[config.mk]
export PLATFORM = sky130hd
export DESIGN_NAME = ps2_key_transmitter
export DESIGN_NICKNAME = d
export VERILOG_FILES = /design/src/rtl/ps2_key_transmitter.sv
export SDC_FILE = /design/constraint.sdc
export NUM_CORES = 1
export LEC_CHECK = 0
export CAP_MARGIN = 30
export CORE_ASPECT_RATIO = 1.5
export CORE_MARGIN = 2
export CORE_UTILIZATION = 40
export DETAILED_ROUTE_END_ITERATION = 7
export PLACE_DENSITY = 0.64
export SLEW_MARGIN = 20
export SYNTH_ARGS = -nofsm -noshare
export SYNTH_HDL_FRONTEND = slang
export SYNTH_SLANG_ARGS = --single-unit
[constraint.sdc]
create_clock -name i_clk -period 3.9 [get_ports i_clk]
set_clock_uncertainty 0.2 [all_clocks]
set_input_delay 0.78 -clock i_clk [delete_from_list [all_inputs] [get_ports i_clk]]
set_output_delay 0.78 -clock i_clk [all_outputs]
set_load 0.1 [all_outputs]
[src/rtl/ps2_key_transmitter.sv]
// ---------------------------------------------------------------------------
// Module  : ps2_key_transmitter
// Brief   : Keyboard-side PS/2 transmitter. Expands a game key code into its
//           set-2 scancode sequence and serialises each byte as a
//           device-to-host frame on generated PS/2 clock/data lines.
// Revision: 1.0 - initial release
// ---------------------------------------------------------------------------
`default_nettype none

module ps2_key_transmitter #(
  parameter int HALF_PERIOD = 1000,
  parameter int BYTE_GAP    = 2500
) (
  input  logic       i_clk,
  input  logic       i_rst,
  input  logic [7:0] i_code,
  input  logic       i_code_valid,
  output logic       o_busy,
  output logic       o_ps2_clk,
  output logic       o_ps2_data,
  output logic       o_done,
  output logic       o_err
);

  localparam logic [15:0] HALF_LOAD = 16'(HALF_PERIOD - 1);
  localparam logic [15:0] GAP_LOAD  = 16'(BYTE_GAP - 1);
  localparam logic [3:0]  LAST_BIT  = 4'd10;

  typedef enum logic [2:0] {
    S_IDLE     = 3'd0,
    S_LOOKUP   = 3'd1,
    S_BIT_HIGH = 3'd2,
    S_BIT_LOW  = 3'd3,
    S_GAP      = 3'd4,
    S_DONE     = 3'd5,
    S_REJECT   = 3'd6
  } state_t;

  state_t      state;
  logic [7:0]  code_q;
  logic [7:0]  byte0, byte1, byte2;
  logic [1:0]  byte_cnt;
  logic [1:0]  byte_idx;
  logic [3:0]  bit_idx;
  logic [15:0] phase_cnt;

  logic        lut_ok;
  logic [1:0]  lut_cnt;
  logic [7:0]  lut_b0, lut_b1, lut_b2;
  logic [7:0]  make_code;
  logic [7:0]  cur_byte;

  // Frame bit order: start 0, data LSB first, odd parity, stop 1.
  function automatic logic frame_bit(input logic [7:0] b, input logic [3:0] idx);
    logic bit_v;
    case (idx)
      4'd0:    bit_v = 1'b0;
      4'd9:    bit_v = ~^b;
      4'd10:   bit_v = 1'b1;
      default: bit_v = b[idx[2:0] - 3'd1];
    endcase
    return bit_v;
  endfunction

  // Release bit is stripped first; keys 04..07 live in the extended (E0) space.
  always_comb begin
    make_code = 8'h00;
    lut_ok    = 1'b0;
    lut_cnt   = 2'd0;
    lut_b0    = 8'h00;
    lut_b1    = 8'h00;
    lut_b2    = 8'h00;
    case (code_q[6:0])
      7'h00:        make_code = 8'h1D;
      7'h01:        make_code = 8'h1B;
      7'h02:        make_code = 8'h1C;
      7'h03:        make_code = 8'h23;
      7'h10:        make_code = 8'h5A;
      7'h11:        make_code = 8'h29;
      7'h04, 7'h14: make_code = 8'h75;
      7'h05, 7'h15: make_code = 8'h72;
      7'h06, 7'h16: make_code = 8'h6B;
      7'h07, 7'h17: make_code = 8'h74;
      default:      make_code = 8'h00;
    endcase
    if (make_code != 8'h00) begin
      if (code_q[3:2] == 2'b01) begin
        if (!code_q[7]) begin
          lut_ok = 1'b1;
          lut_b0 = 8'hE0;
          if (code_q[4]) begin
            lut_cnt = 2'd3;
            lut_b1  = 8'hF0;
            lut_b2  = make_code;
          end else begin
            lut_cnt = 2'd2;
            lut_b1  = make_code;
          end
        end
      end else if (code_q[7]) begin
        lut_ok  = 1'b1;
        lut_cnt = 2'd2;
        lut_b0  = 8'hF0;
        lut_b1  = make_code;
      end else begin
        lut_ok  = 1'b1;
        lut_cnt = 2'd1;
        lut_b0  = make_code;
      end
    end
  end

  always_comb begin
    case (byte_idx)
      2'd0:    cur_byte = byte0;
      2'd1:    cur_byte = byte1;
      default: cur_byte = byte2;
    endcase
  end

  always_ff @(posedge i_clk or posedge i_rst) begin
    if (i_rst) begin
      state      <= S_IDLE;
      code_q     <= 8'h00;
      byte0      <= 8'h00;
      byte1      <= 8'h00;
      byte2      <= 8'h00;
      byte_cnt   <= 2'd0;
      byte_idx   <= 2'd0;
      bit_idx    <= 4'd0;
      phase_cnt  <= 16'd0;
      o_busy     <= 1'b0;
      o_ps2_clk  <= 1'b1;
      o_ps2_data <= 1'b1;
      o_done     <= 1'b0;
      o_err      <= 1'b0;
    end else begin
      o_done <= 1'b0;
      o_err  <= 1'b0;
      case (state)
        S_IDLE: begin
          if (i_code_valid) begin
            code_q <= i_code;
            o_busy <= 1'b1;
            state  <= S_LOOKUP;
          end
        end
        S_LOOKUP: begin
          if (lut_ok) begin
            byte0      <= lut_b0;
            byte1      <= lut_b1;
            byte2      <= lut_b2;
            byte_cnt   <= lut_cnt;
            byte_idx   <= 2'd0;
            bit_idx    <= 4'd0;
            phase_cnt  <= HALF_LOAD;
            o_ps2_data <= 1'b0;
            state      <= S_BIT_HIGH;
          end else begin
            o_err <= 1'b1;
            state <= S_REJECT;
          end
        end
        S_REJECT: begin
          o_busy <= 1'b0;
          state  <= S_IDLE;
        end
        S_BIT_HIGH: begin
          if (phase_cnt == 16'd0) begin
            o_ps2_clk <= 1'b0;
            phase_cnt <= HALF_LOAD;
            state     <= S_BIT_LOW;
          end else begin
            phase_cnt <= phase_cnt - 16'd1;
          end
        end
        S_BIT_LOW: begin
          if (phase_cnt == 16'd0) begin
            o_ps2_clk <= 1'b1;
            if (bit_idx == LAST_BIT) begin
              o_ps2_data <= 1'b1;
              bit_idx    <= 4'd0;
              if (byte_idx != byte_cnt - 2'd1) begin
                byte_idx  <= byte_idx + 2'd1;
                phase_cnt <= GAP_LOAD;
                state     <= S_GAP;
              end else begin
                o_done <= 1'b1;
                state  <= S_DONE;
              end
            end else begin
              bit_idx    <= bit_idx + 4'd1;
              o_ps2_data <= frame_bit(cur_byte, bit_idx + 4'd1);
              phase_cnt  <= HALF_LOAD;
              state      <= S_BIT_HIGH;
            end
          end else begin
            phase_cnt <= phase_cnt - 16'd1;
          end
        end
        S_GAP: begin
          if (phase_cnt == 16'd0) begin
            o_ps2_data <= 1'b0;
            phase_cnt  <= HALF_LOAD;
            state      <= S_BIT_HIGH;
          end else begin
            phase_cnt <= phase_cnt - 16'd1;
          end
        end
        S_DONE: begin
          o_busy <= 1'b0;
          state  <= S_IDLE;
        end
        default: state <= S_IDLE;
      endcase
    end
  end

endmodule

`default_nettype wire
# After elaboration in Yosys (flattened, before gate mapping)
# Memories as Yosys holds them, arrays and structs flattened.
# Cells that the tools add are included.
totals:
  regBits: 64
  latchBits: 0
  ramBits: 0
  rom_bits: 224
  input_bits: 11
  output_inout_bits: 5
  elab_cells: 128
  n_memories: 1
memory_table:
  columns: ["name", "depth", "width", "rd", "rd_clocked_by_memory_dff", "write_ports", "line", "rtl"]
  rows:
  - ["(no name shown)", 32, 7, 1, 0, 0, "73", "case (code_q[6:0])"]
classes:
  n_addsub: 5
  mul: 0
  div: 0
  magnitude_cmp: 1
  eq_ne: 20
  shift: 0
  n_mux: 64
  bitwise_logic: 0
  reduce_logical: 23
op_table:
  columns: ["op", "n"]
  rows:
  - ["two-way mux 8 bit", 14]
  - ["two-way mux 16 bit", 5]
  - ["one-hot mux 16 bit (3 select lines)", 1]
  - ["two-way mux 1 bit", 18]
  - ["two-way mux 3 bit", 6]
  - ["logical NOT 16 bit", 1]
  - ["two-way mux 2 bit", 8]
  - ["one-hot mux 8 bit (2 select lines)", 1]
  - ["subtractor 16 x 1 -> 16 bit, second input constant", 1]
  - ["one-hot mux 3 bit (5 select lines)", 1]
  - ["!= test 2 bit, second input constant", 7]
  - ["equality test 4 bit, second input constant", 3]
  - ["two-way mux 4 bit", 3]
  - ["equality test 3 bit, second input constant", 3]
  - ["AND reduction 3 bit", 3]
  - ["one-hot mux 4 bit (2 select lines)", 1]
  - ["AND reduction 4 bit", 2]
  - ["nonzero test 8 bit", 1]
  - ["XNOR reduction 8 bit", 1]
  - ["equality test 3 x 2 -> 1 bit, second input constant", 2]
  - ["one-hot mux 1 bit (3 select lines)", 2]
  - ["AND reduction 2 bit", 3]
  - ["nonzero test 2 bit", 3]
  - ["nonzero test 3 bit", 2]
  - ["17 further kinds", 21]

# Longest topological paths before layout
# Gate-level depths: netlist of the first run.
depth:
  word_depth: 8
  ltp_mapped: 10

# Worst setup path before layout of the first run
# Ideal clock, no wire load.
synth_path:
  path_type: "register to register"
  from: "reg phase_cnt[0]"
  to: "reg phase_cnt[5]"
  setup_ps: 122
  arrival_ps: 2239
  t_required_ps: 3578
  slack_ps: 1339
  path_stages_with_launch: 10
  period_less_slack_ps: 2561
  cell_sequence: "dfrtp_1 > inv_1 > ha_1 > or4b_4 > nor4b_4 > and2_1 > buf_6 > and3_1 > o21bai_1 > a32o_1"
synth_between:
  elab_chain_cells: 3
synth_rtl:
  columns: ["item", "line", "rtl"]
  rows:
  - ["from (decl)", "45", "logic [15:0] phase_cnt;"]
  - ["from (signal assigned)", "174", "phase_cnt <= phase_cnt - 16'd1;"]
  - ["from (signal assigned)", "198", "phase_cnt <= phase_cnt - 16'd1;"]
  - ["from (signal assigned)", "207", "phase_cnt <= phase_cnt - 16'd1;"]
  - ["subtractor 16 x 1 -> 16 bit or logical NOT 16 bit (tied branches)", null, null]
  - ["two-way mux 16 bit (tied with other cells)", "169, 202", null]
  - ["one-hot mux 16 bit (3 select lines) or AND reduction 3 bit (tied branches)", null, null]
# Several ways; a longest one is shown, not always the timed one.
# A chain may end at the register's enable or synchronous reset.

# Final worst setup path of the first run
layout_path:
  from: "reg o_ps2_data"
  to: "out o_ps2_data"
layout_lines:
  columns: ["item", "line", "rtl"]
  rows:
  - ["from (decl)", "20", "output logic o_ps2_data,"]
  - ["from (signal assigned)", "193", "o_ps2_data <= frame_bit(cur_byte, bit_idx + 4'd1);"]
# No word-level cell between the ends.

==> results_dict.tcl, run 1 <==
set metrics [dict create \
    status "complete, no violations" \
    hold_depth 2 \
    placed_area_sq_um 4060 \
    dieArea_sq_um 10400 \
    synth-seq-cells 62 \
    stdcell_area_sq_um 4360 \
    syn_inst 432 \
    wl_um 8870 \
    hold_end "byte2[1]" \
    antenna_left 0 \
    die_w_um 83.9 \
    cts_made_buffers 9 \
    synth-warning-count 0 \
    crit_type "reg -> out" \
    wl_met2_um 4670 \
    cp-start-kind "register" \
    finalCritPeriodShare 0.762 \
    synth_edf_count 0 \
    timing.slew.headroom 0.357 \
    cts_setup_buffers 0 \
    dp_hpwl_um 6510 \
    cts_hold_buf 0 \
    drtIter0Drc 215 \
    grt_max_degree 47 \
    ir_drop_mv 0.320 \
    final_layout_size_suffix_gt1_frac 0.106 \
    end_kind "output port" \
    cap_violations 0 \
    synthMuxAreaShare 0.0372 \
    vias 3228 \
    synth_ff_type "dfrtp_1" \
    r2r_cells 8 \
    row_count 43 \
    wl_per_cell_um 15.9 \
    rr_endpoint "phase_cnt[5]" \
    rsz0062_at_grt "false" \
    finalCriticalPeriod_ns 2.97 \
    finalCoreUtilization 0.468 \
    grt_usage 0.191 \
    critPathBufInv 1 \
    start_util 0.412 \
    pre_cts_slack_ns 1.04 \
    final_common_cell "nand2_1" \
    worstSetupPathDepth 1 \
    finalPower_mw 1.47 \
    crit_chain "clkdlybuf4s50_1" \
    slowest_delay_ns 1.13 \
    num_io_pins 16 \
    setup_viol 0 \
    fmax_mhz 337 \
    cpMaxStageDelayCell "clkdlybuf4s50_1" \
    crit_family "buffers and inverters" \
    timing.rr.start "phase_cnt[0]" \
    async_flop_share 1.00 \
    nets 466 \
    leakagePower_nw 1.88 \
    wl_met3_um 242 \
    drc_errors 0 \
    synth_top_family_by_area "compound AO/OA/AOI/OAI gates" \
    synth_fa_ha_area_frac 0.0457 \
    hold_viol_final 0 \
    dr.pass1.iters 4 \
    hold_ws_ns 0.271 \
    coreArea_sq_um 9310 \
    grt_overflow 0 \
    worstPathMaxFanout 2 \
    cts.repair.resized 0 \
    finalSetupTns_ns 0 \
    ctsRootBufferMaster "clkbuf_16" \
    pwr_density_cell_nw_per_um2 337 \
    synth.avg_cell_area_sq_um 8.88 \
    clockBufferDepth 2 \
    gp_congestion 0.825 \
    tritoncts "yes" \
    arrival_ns 1.99 \
    synth.cell_area_sq_um 3830 \
    synthSimpleGateAreaFrac 0.222 \
    portBuffers 15 \
    synth_compound_area_frac 0.236 \
    hold_start "byte2[1]" \
    fin_cells 556 \
    slew_violations 0 \
    r2r_slack_ns 0.99 \
    post_drt_via_cell_ratio 5.81 \
    hp-class "reg -> reg" \
    path_clk_slew_ns 0.05 \
    yosys.cell_types.count 61 \
    grt_pass1_vias 3326 \
    setup_slack_ns 0.929 \
    place_inst 542 \
    cts.sinks 62 \
    maxUsedRoutingLayer "met4" \
    htree_levels 3 \
    die_y_um 124 \
    synth_nets 457 \
    area_delta_synth_final_pct 13.6 \
    critPathRequiredTime_ns 2.92 \
    antenna_found_initial 0 \
    clock_latency_ns 0.33 \
    worst_slew_pin_slew_ns 0.961 \
    wl_met1_um 3730 \
    diodes 0 \
    ys_seq_area_frac 0.405 \
    layout_common_cells "69 x nand2_1, 60 x dfrtp_1, 52 x o21ai_0, 28 x nor2_1, 18 x a21oi_1" \
    synth_xor_area_frac 0.0150 \
    grt_pass1_wl_um 15900 \
]
power breakdown:
| group | internal, mW | switching [mW] |
|---|---|---|
| sequential | 0.644 | 0 |
| combinational | 0.0104 | 0.0141 |
| clock | 0.522 | 0.280 |
| total | 1.18 | 0.294 |
state kept, by name, summed over array words and instances (netlist names), 2 cells and up:
signal,cells
bit_idx,4
byte0,7
byte1,8
byte2,7
byte_cnt,2
byte_idx,2
code_q,8
phase_cnt,16
state,3
per-layer routing:
layer  track usage  vias to the layer above
met2         0.351                       54
li1              -                     1591
met3        0.0345                       12
met4        0.0776                        0
met1         0.220                     1571
met5             0                        -
cells in the mapped netlist, types with 8 or more instances:
library cell / count / area [sq um]
a22oi_1: 8 / 60.1
nor2_1: 28 / 105
ha_1: 14 / 175
inv_1: 15 / 56.3
a211oi_1: 8 / 60.1
mux2_2: 8 / 90.1
o21ai_0: 52 / 260
dfrtp_1: 60 / 1500
clkbuf_1: 17 / 63.8
nand2_1: 69 / 259
nand2b_1: 10 / 62.6
nor3_1: 9 / 45.0
a21oi_1: 18 / 90.1
worst max-delay path by stage:
stage,start,endpoint
final,o_ps2_data,o_ps2_data
after global routing,phase_cnt[0],phase_cnt[2]
after CTS,o_ps2_data,o_ps2_data
after floorplan,phase_cnt[0],phase_cnt[5]
after global placement,phase_cnt[0],phase_cnt[5]
after detailed placement,phase_cnt[0],phase_cnt[5]
final cells by class:
class | count | area (sq um)
inverters | 15 | 56.3
clock inverters | 3 | 45.0
fillers | 885 | 4950
multi-input cells | 334 | 2130
flip-flops and latches | 62 | 1550
repair buffers | 19 | 180
clock buffers | 11 | 253
well taps | 112 | 140
cell families after synthesis:
family / Yosys count
adder cells (fa/ha/maj): 14
flip-flops: 62
AND/OR/NAND/NOR: 167
XOR/XNOR: 5
AO/OA/AOI/OAI: 136
buffers and inverters: 36
multiplexers: 12
No activity file was read; power rests on OpenSTA's default activity.
==> run 2: changes to the inputs <==
- PLACE_DENSITY: 0.64 -> 0.67
- clock period: 3.9 -> 2.5 ns (I/O delays scaled with it)
==> results_dict.tcl, run 2 (same netlist as run 1, synthesis figures left out) <==
set metrics [dict create \
    die_y_um 124 \
    rsz0062_at_grt "true" \
    reg_top3 "phase_cnt x16, byte1 x8, code_q x8" \
    clock_latency_ns 0.33 \
    status "complete, no violations" \
    setup_viol 0 \
    wl_met3_um 371 \
    setup_slack_ns 0.00192 \
    path_clk_slew_ns 0.06 \
    cts.sinks 62 \
    cts_made_buffers 9 \
    antenna_found_initial 0 \
    die_w_um 83.9 \
    final_common_cell "nand2_1" \
    timing.rr.start "phase_cnt[1]" \
    arrival_ns 2.52 \
    antenna_left 0 \
    critPathRequiredTime_ns 2.52 \
    dieArea_sq_um 10400 \
    final_layout_size_suffix_gt1_frac 0.301 \
    post_drt_via_cell_ratio 5.74 \
    worstPathMaxFanout 3 \
    ir_drop_mv 0.374 \
    gp_congestion 0.919 \
    htree_levels 3 \
    layout_common_cells "68 x nand2_1, 65 x buf_4, 59 x dfrtp_1, 46 x o21ai_0, 27 x nor2_1" \
    hold_viol_final 0 \
    drtIter0Drc 217 \
    slew_violations 0 \
    row_count 43 \
    wl_um 10100 \
    clockBufferDepth 2 \
    start_util 0.412 \
    cts_hold_buf 0 \
    rr_endpoint "phase_cnt[5]" \
    grt_max_degree 34 \
    maxUsedRoutingLayer "met4" \
    diodes 0 \
    dr.pass1.iters 5 \
    area_delta_synth_final_pct 33.4 \
    ctsRootBufferMaster "clkbuf_16" \
    end_kind "register" \
    drc_errors 0 \
    worst_slew_pin_slew_ns 0.509 \
    wl_met1_um 4010 \
    leakagePower_nw 2.27 \
    largest_reg_flops 16 \
    r2r_slack_ns 0.002 \
    pre_cts_slack_ns -0.113 \
    portBuffers 15 \
    nets 531 \
    wl_met2_um 5350 \
    coreArea_sq_um 9310 \
    r2r_cells 9 \
    vias 3575 \
    grt_usage 0.202 \
    finalCritPeriodShare 0.999 \
    grt_pass1_vias 3587 \
    dp_hpwl_um 7130 \
    crit_type "reg -> reg" \
    pwr_density_cell_nw_per_um2 472 \
    cp-start-kind "register" \
    regMostFlops "phase_cnt" \
    fmax_mhz 400 \
    cap_violations 0 \
    finalCriticalPeriod_ns 2.50 \
    finalSetupTns_ns 0 \
    tritoncts "yes" \
    num_io_pins 16 \
    hp-class "in -> async" \
    wl_per_cell_um 16.3 \
    grt_pass1_wl_um 16700 \
    grt_overflow 0 \
    timing.slew.headroom 0.660 \
]
run 2: cell count changes in the layout (fill, tap and decap cells not counted), moves of 4 or more:
cell	before	now
nor3b_2	0	4
inv_1	14	10
inv_2	1	5
o21ai_0	52	46
buf_4	4	65
buf_6	0	5
clkdlybuf4s50_1	15	10
a211oi_1	8	2
nor3b_1	6	2
a211oi_2	0	5
run 2: power by group:
part	internal, mW	switching [mW]	leakage, nW
sequential	1.00	0	0.774
clock	0.901	0.466	0.156
combinational	0.0204	0.0234	1.34
run 2: through the flow:
stage               instances  hold slack, ns  utilization  total power, mW  cell area (sq um)
detailed placement        595           0.274        0.480             1.07               4470
floorplan                 432           0.239            -             1.04               3830
CTS                       613           0.286        0.526             2.43               4900
finish                    623           0.278        0.550             2.42               5120
global placement          595           0.255        0.480             1.07               4470
global route              623           0.302        0.550             2.49               5120
run 2: worst max-delay path by stage:
| stage | startpoint | endpoint | slack, ns | depth (start not counted) |
|---|---|---|---|---|
| final | phase_cnt[1] | phase_cnt[5] | 0.002 | 9 |
| after global routing | phase_cnt[0] | phase_cnt[5] | -0.07 | 9 |
| after CTS | phase_cnt[1] | phase_cnt[5] | -0.05 | 8 |
| after detailed placement | byte_idx[0] | o_ps2_data | -0.11 | 8 |
| after global placement | byte_idx[0] | o_ps2_data | -0.01 | 8 |
| after floorplan | phase_cnt[0] | phase_cnt[5] | -0.06 | 9 |
run 2: timing repair:
item                                    CTS  global route
gates resized for setup                  25            34
pin swaps                                 8            11
gates cloned                              0             2
setup buffers                             2             8
endpoints found under the setup margin   12            26
run 2: layer usage:
| metal | vias up | GRT usage |
|---|---|---|
| li1 | 1722 | - |
| met2 | 96 | 0.370 |
| met1 | 1722 | 0.217 |
| met5 | - | 0 |
| met3 | 35 | 0.0411 |
| met4 | 0 | 0.109 |
run 2: cell type report:
cell class / count / area, sq um
Inverter: 15 / 56.3
Clock inverter: 5 / 81.3
Fill cell: 808 / 4190
Multi-Input combinational cell: 335 / 2340
Sequential cell: 62 / 1560
Timing Repair Buffer: 83 / 696
Clock buffer: 11 / 243
Tap cell: 112 / 140
run 2: critical path: stages, from the launching register on:
cell and delay, ns:
dfrtp_1 0.39, inv_2 0.08, ha_4 0.12, or4b_4 0.48, nor4b_4 0.29, and2_4 0.23
buf_6 0.10, and3_4 0.18, o21bai_1 0.06, a32o_1 0.25
==> run 3: changes to the inputs <==
- REMOVE_ABC_BUFFERS: unset -> 1
==> results_dict.tcl, run 3 (same netlist as run 1, synthesis figures left out) <==
set metrics [dict create \
    status "finished, violations left" \
    failed_checks "setup timing" \
    cts_made_buffers 9 \
    num_io_pins 16 \
    cp-start-kind "register" \
    clockBufferDepth 2 \
    reg_top3 "phase_cnt x16, byte1 x8, code_q x8" \
    worst_slew_pin_slew_ns 0.502 \
    grt_usage 0.200 \
    portBuffers 15 \
    nets 520 \
    fmax_mhz 395 \
    hold_viol_final 0 \
    fillers 819 \
    rsz0062_at_grt "true" \
    slowest_delay_ns 0.49 \
    dr.pass1.iters 4 \
    row_count 43 \
    htree_levels 3 \
    cpMaxStageDelayCell "or4b_4" \
    ctsRootBufferMaster "clkbuf_16" \
    r2r_slack_ns -0.03 \
    final_layout_size_suffix_gt1_frac 0.266 \
    crit_type "reg -> reg" \
    leakagePower_nw 2.21 \
    die_y_um 124 \
    stdcell_area_sq_um 4970 \
    grt_pass1_vias 3501 \
    slew_violations 0 \
    finalCoreUtilization 0.534 \
    post_drt_via_cell_ratio 5.70 \
    pre_cts_slack_ns -0.0790 \
    layout_common_cells "68 x nand2_1, 60 x dfrtp_1, 54 x buf_4, 38 x o21ai_0, 26 x nor2_1" \
    cap_violations 0 \
    cp-startpoint "phase_cnt[0]" \
    drc_errors 0 \
    timing.slew.headroom 0.665 \
    vias 3489 \
    clock_latency_ns 0.33 \
    largest_reg_flops 16 \
    critPathRequiredTime_ns 2.52 \
    setup_viol 8 \
    end_kind "register" \
    grt_max_degree 40 \
    timing.rr.start "phase_cnt[0]" \
    regMostFlops "phase_cnt" \
    arrival_ns 2.55 \
    drtIter0Drc 216 \
    diodes 0 \
    die_w_um 83.9 \
    gp_congestion 0.849 \
    tritoncts "yes" \
    final_common_cell "nand2_1" \
    placed_area_sq_um 4450 \
    finalCriticalPeriod_ns 2.53 \
    cts_hold_buf 0 \
    ir_drop_mv 0.382 \
    hp-class "reg -> reg" \
    cts.sinks 62 \
    pwr_density_cell_nw_per_um2 455 \
    wl_um 9840 \
    path_clk_slew_ns 0.06 \
    antenna_found_initial 0 \
    grt_overflow 0 \
    dp_hpwl_um 7110 \
    wl_per_cell_um 16.1 \
    rr_endpoint "phase_cnt[5]" \
    antenna_left 0 \
    setup_slack_ns -0.0293 \
    crit_chain "inv_1, ha_2, or4b_4, nor4b_4, and2_4, buf_8, a31oi_4, a32o_1" \
    grt_pass1_wl_um 16600 \
    dieArea_sq_um 10400 \
    worstPathMaxFanout 7 \
    r2r_cells 8 \
    coreArea_sq_um 9310 \
    area_delta_synth_final_pct 29.5 \
    finalCritPeriodShare 1.01 \
    crit_path_end "phase_cnt[5]" \
    start_util 0.412 \
]
==> run 3: changes by cell type in the layout (fill, tap and decap cells not counted), sizes merged <==
cell	delta
buf	-10
bufinv	-2
clkbuf	+1
clkdlybuf4s15	-1
clkinv	+2
inv	-1
==> run 3: worst min-delay path by stage <==
stage | to | depth (start not counted) | startpoint
after CTS | byte2[0] | 2 | byte2[0]
after global routing | byte1[6] | 2 | byte1[6]
after detailed placement | byte2[0] | 2 | byte2[0]
after floorplan | byte2[6] | 2 | byte2[6]
after global placement | byte2[0] | 2 | byte2[0]
final | byte2[0] | 2 | byte2[0]
==> run 3: where the power goes <==
| group | internal, mW | total [mW] | switching, mW |
|---|---|---|---|
| Combinational | 0.0193 | 0.0418 | 0.0225 |
| Sequential | 1.00 | 1.00 | 0 |
| Clock | 0.753 | 1.21 | 0.459 |
| Total | 1.78 | 2.26 | 0.481 |
==> run 3: final cells by class <==
cell class                 count  area (sq um)  share of cell area
multi-input combinational    335          2300               0.463
sequential                    62          1550               0.313
timing repair buffer          72           619               0.125
clock buffer                  12           267              0.0537
tap                          112           140              0.0282
inverter                      15          56.3              0.0113
clock inverter                 4          30.0             0.00605
==> run 3: per-stage QoR <==
| step | TNS (ns) | total power [mW] | instances | hold WS, ns |
|---|---|---|---|---|
| 2_1_floorplan | -0.738 | 1.04 | 411 | 0.239 |
| 3_5_place_dp | -0.170 | 1.07 | 591 | 0.262 |
| 6_report | -0.113 | 2.26 | 612 | 0.270 |
| 3_3_place_gp | -0.00460 | 1.06 | 591 | 0.260 |
| 5_1_grt | -2.65 | 2.34 | 612 | 0.296 |
| 4_1_cts | -0.0505 | 2.28 | 608 | 0.273 |
==> run 3: worst max-delay path: cells and delay by family (launching register included) <==
kind            cells  cell delay, ns
simple gates        3            1.04
compound gates      2            0.44
flops               1            0.38
buf+inv             2            0.21
fa+ha+maj           1            0.17
==> run 3: per-layer routing <==
metal / track usage / vias up / part of all wire
met2: 0.377 / 76 / 0.54
met1: 0.215 / 1675 / 0.40
met5: 0 / - / 0
li1: - / 1708 / -
met3: 0.0325 / 30 / 0.028
met4: 0.101 / 0 / 0.035
==> run 3: what timing repair did <==
item                                    4_1_cts  5_1_grt
cloned                                        1        1
buffers inserted                              0        3
pin swaps                                     0       12
endpoints found under the setup margin        9       24
gates resized for setup                      10       45
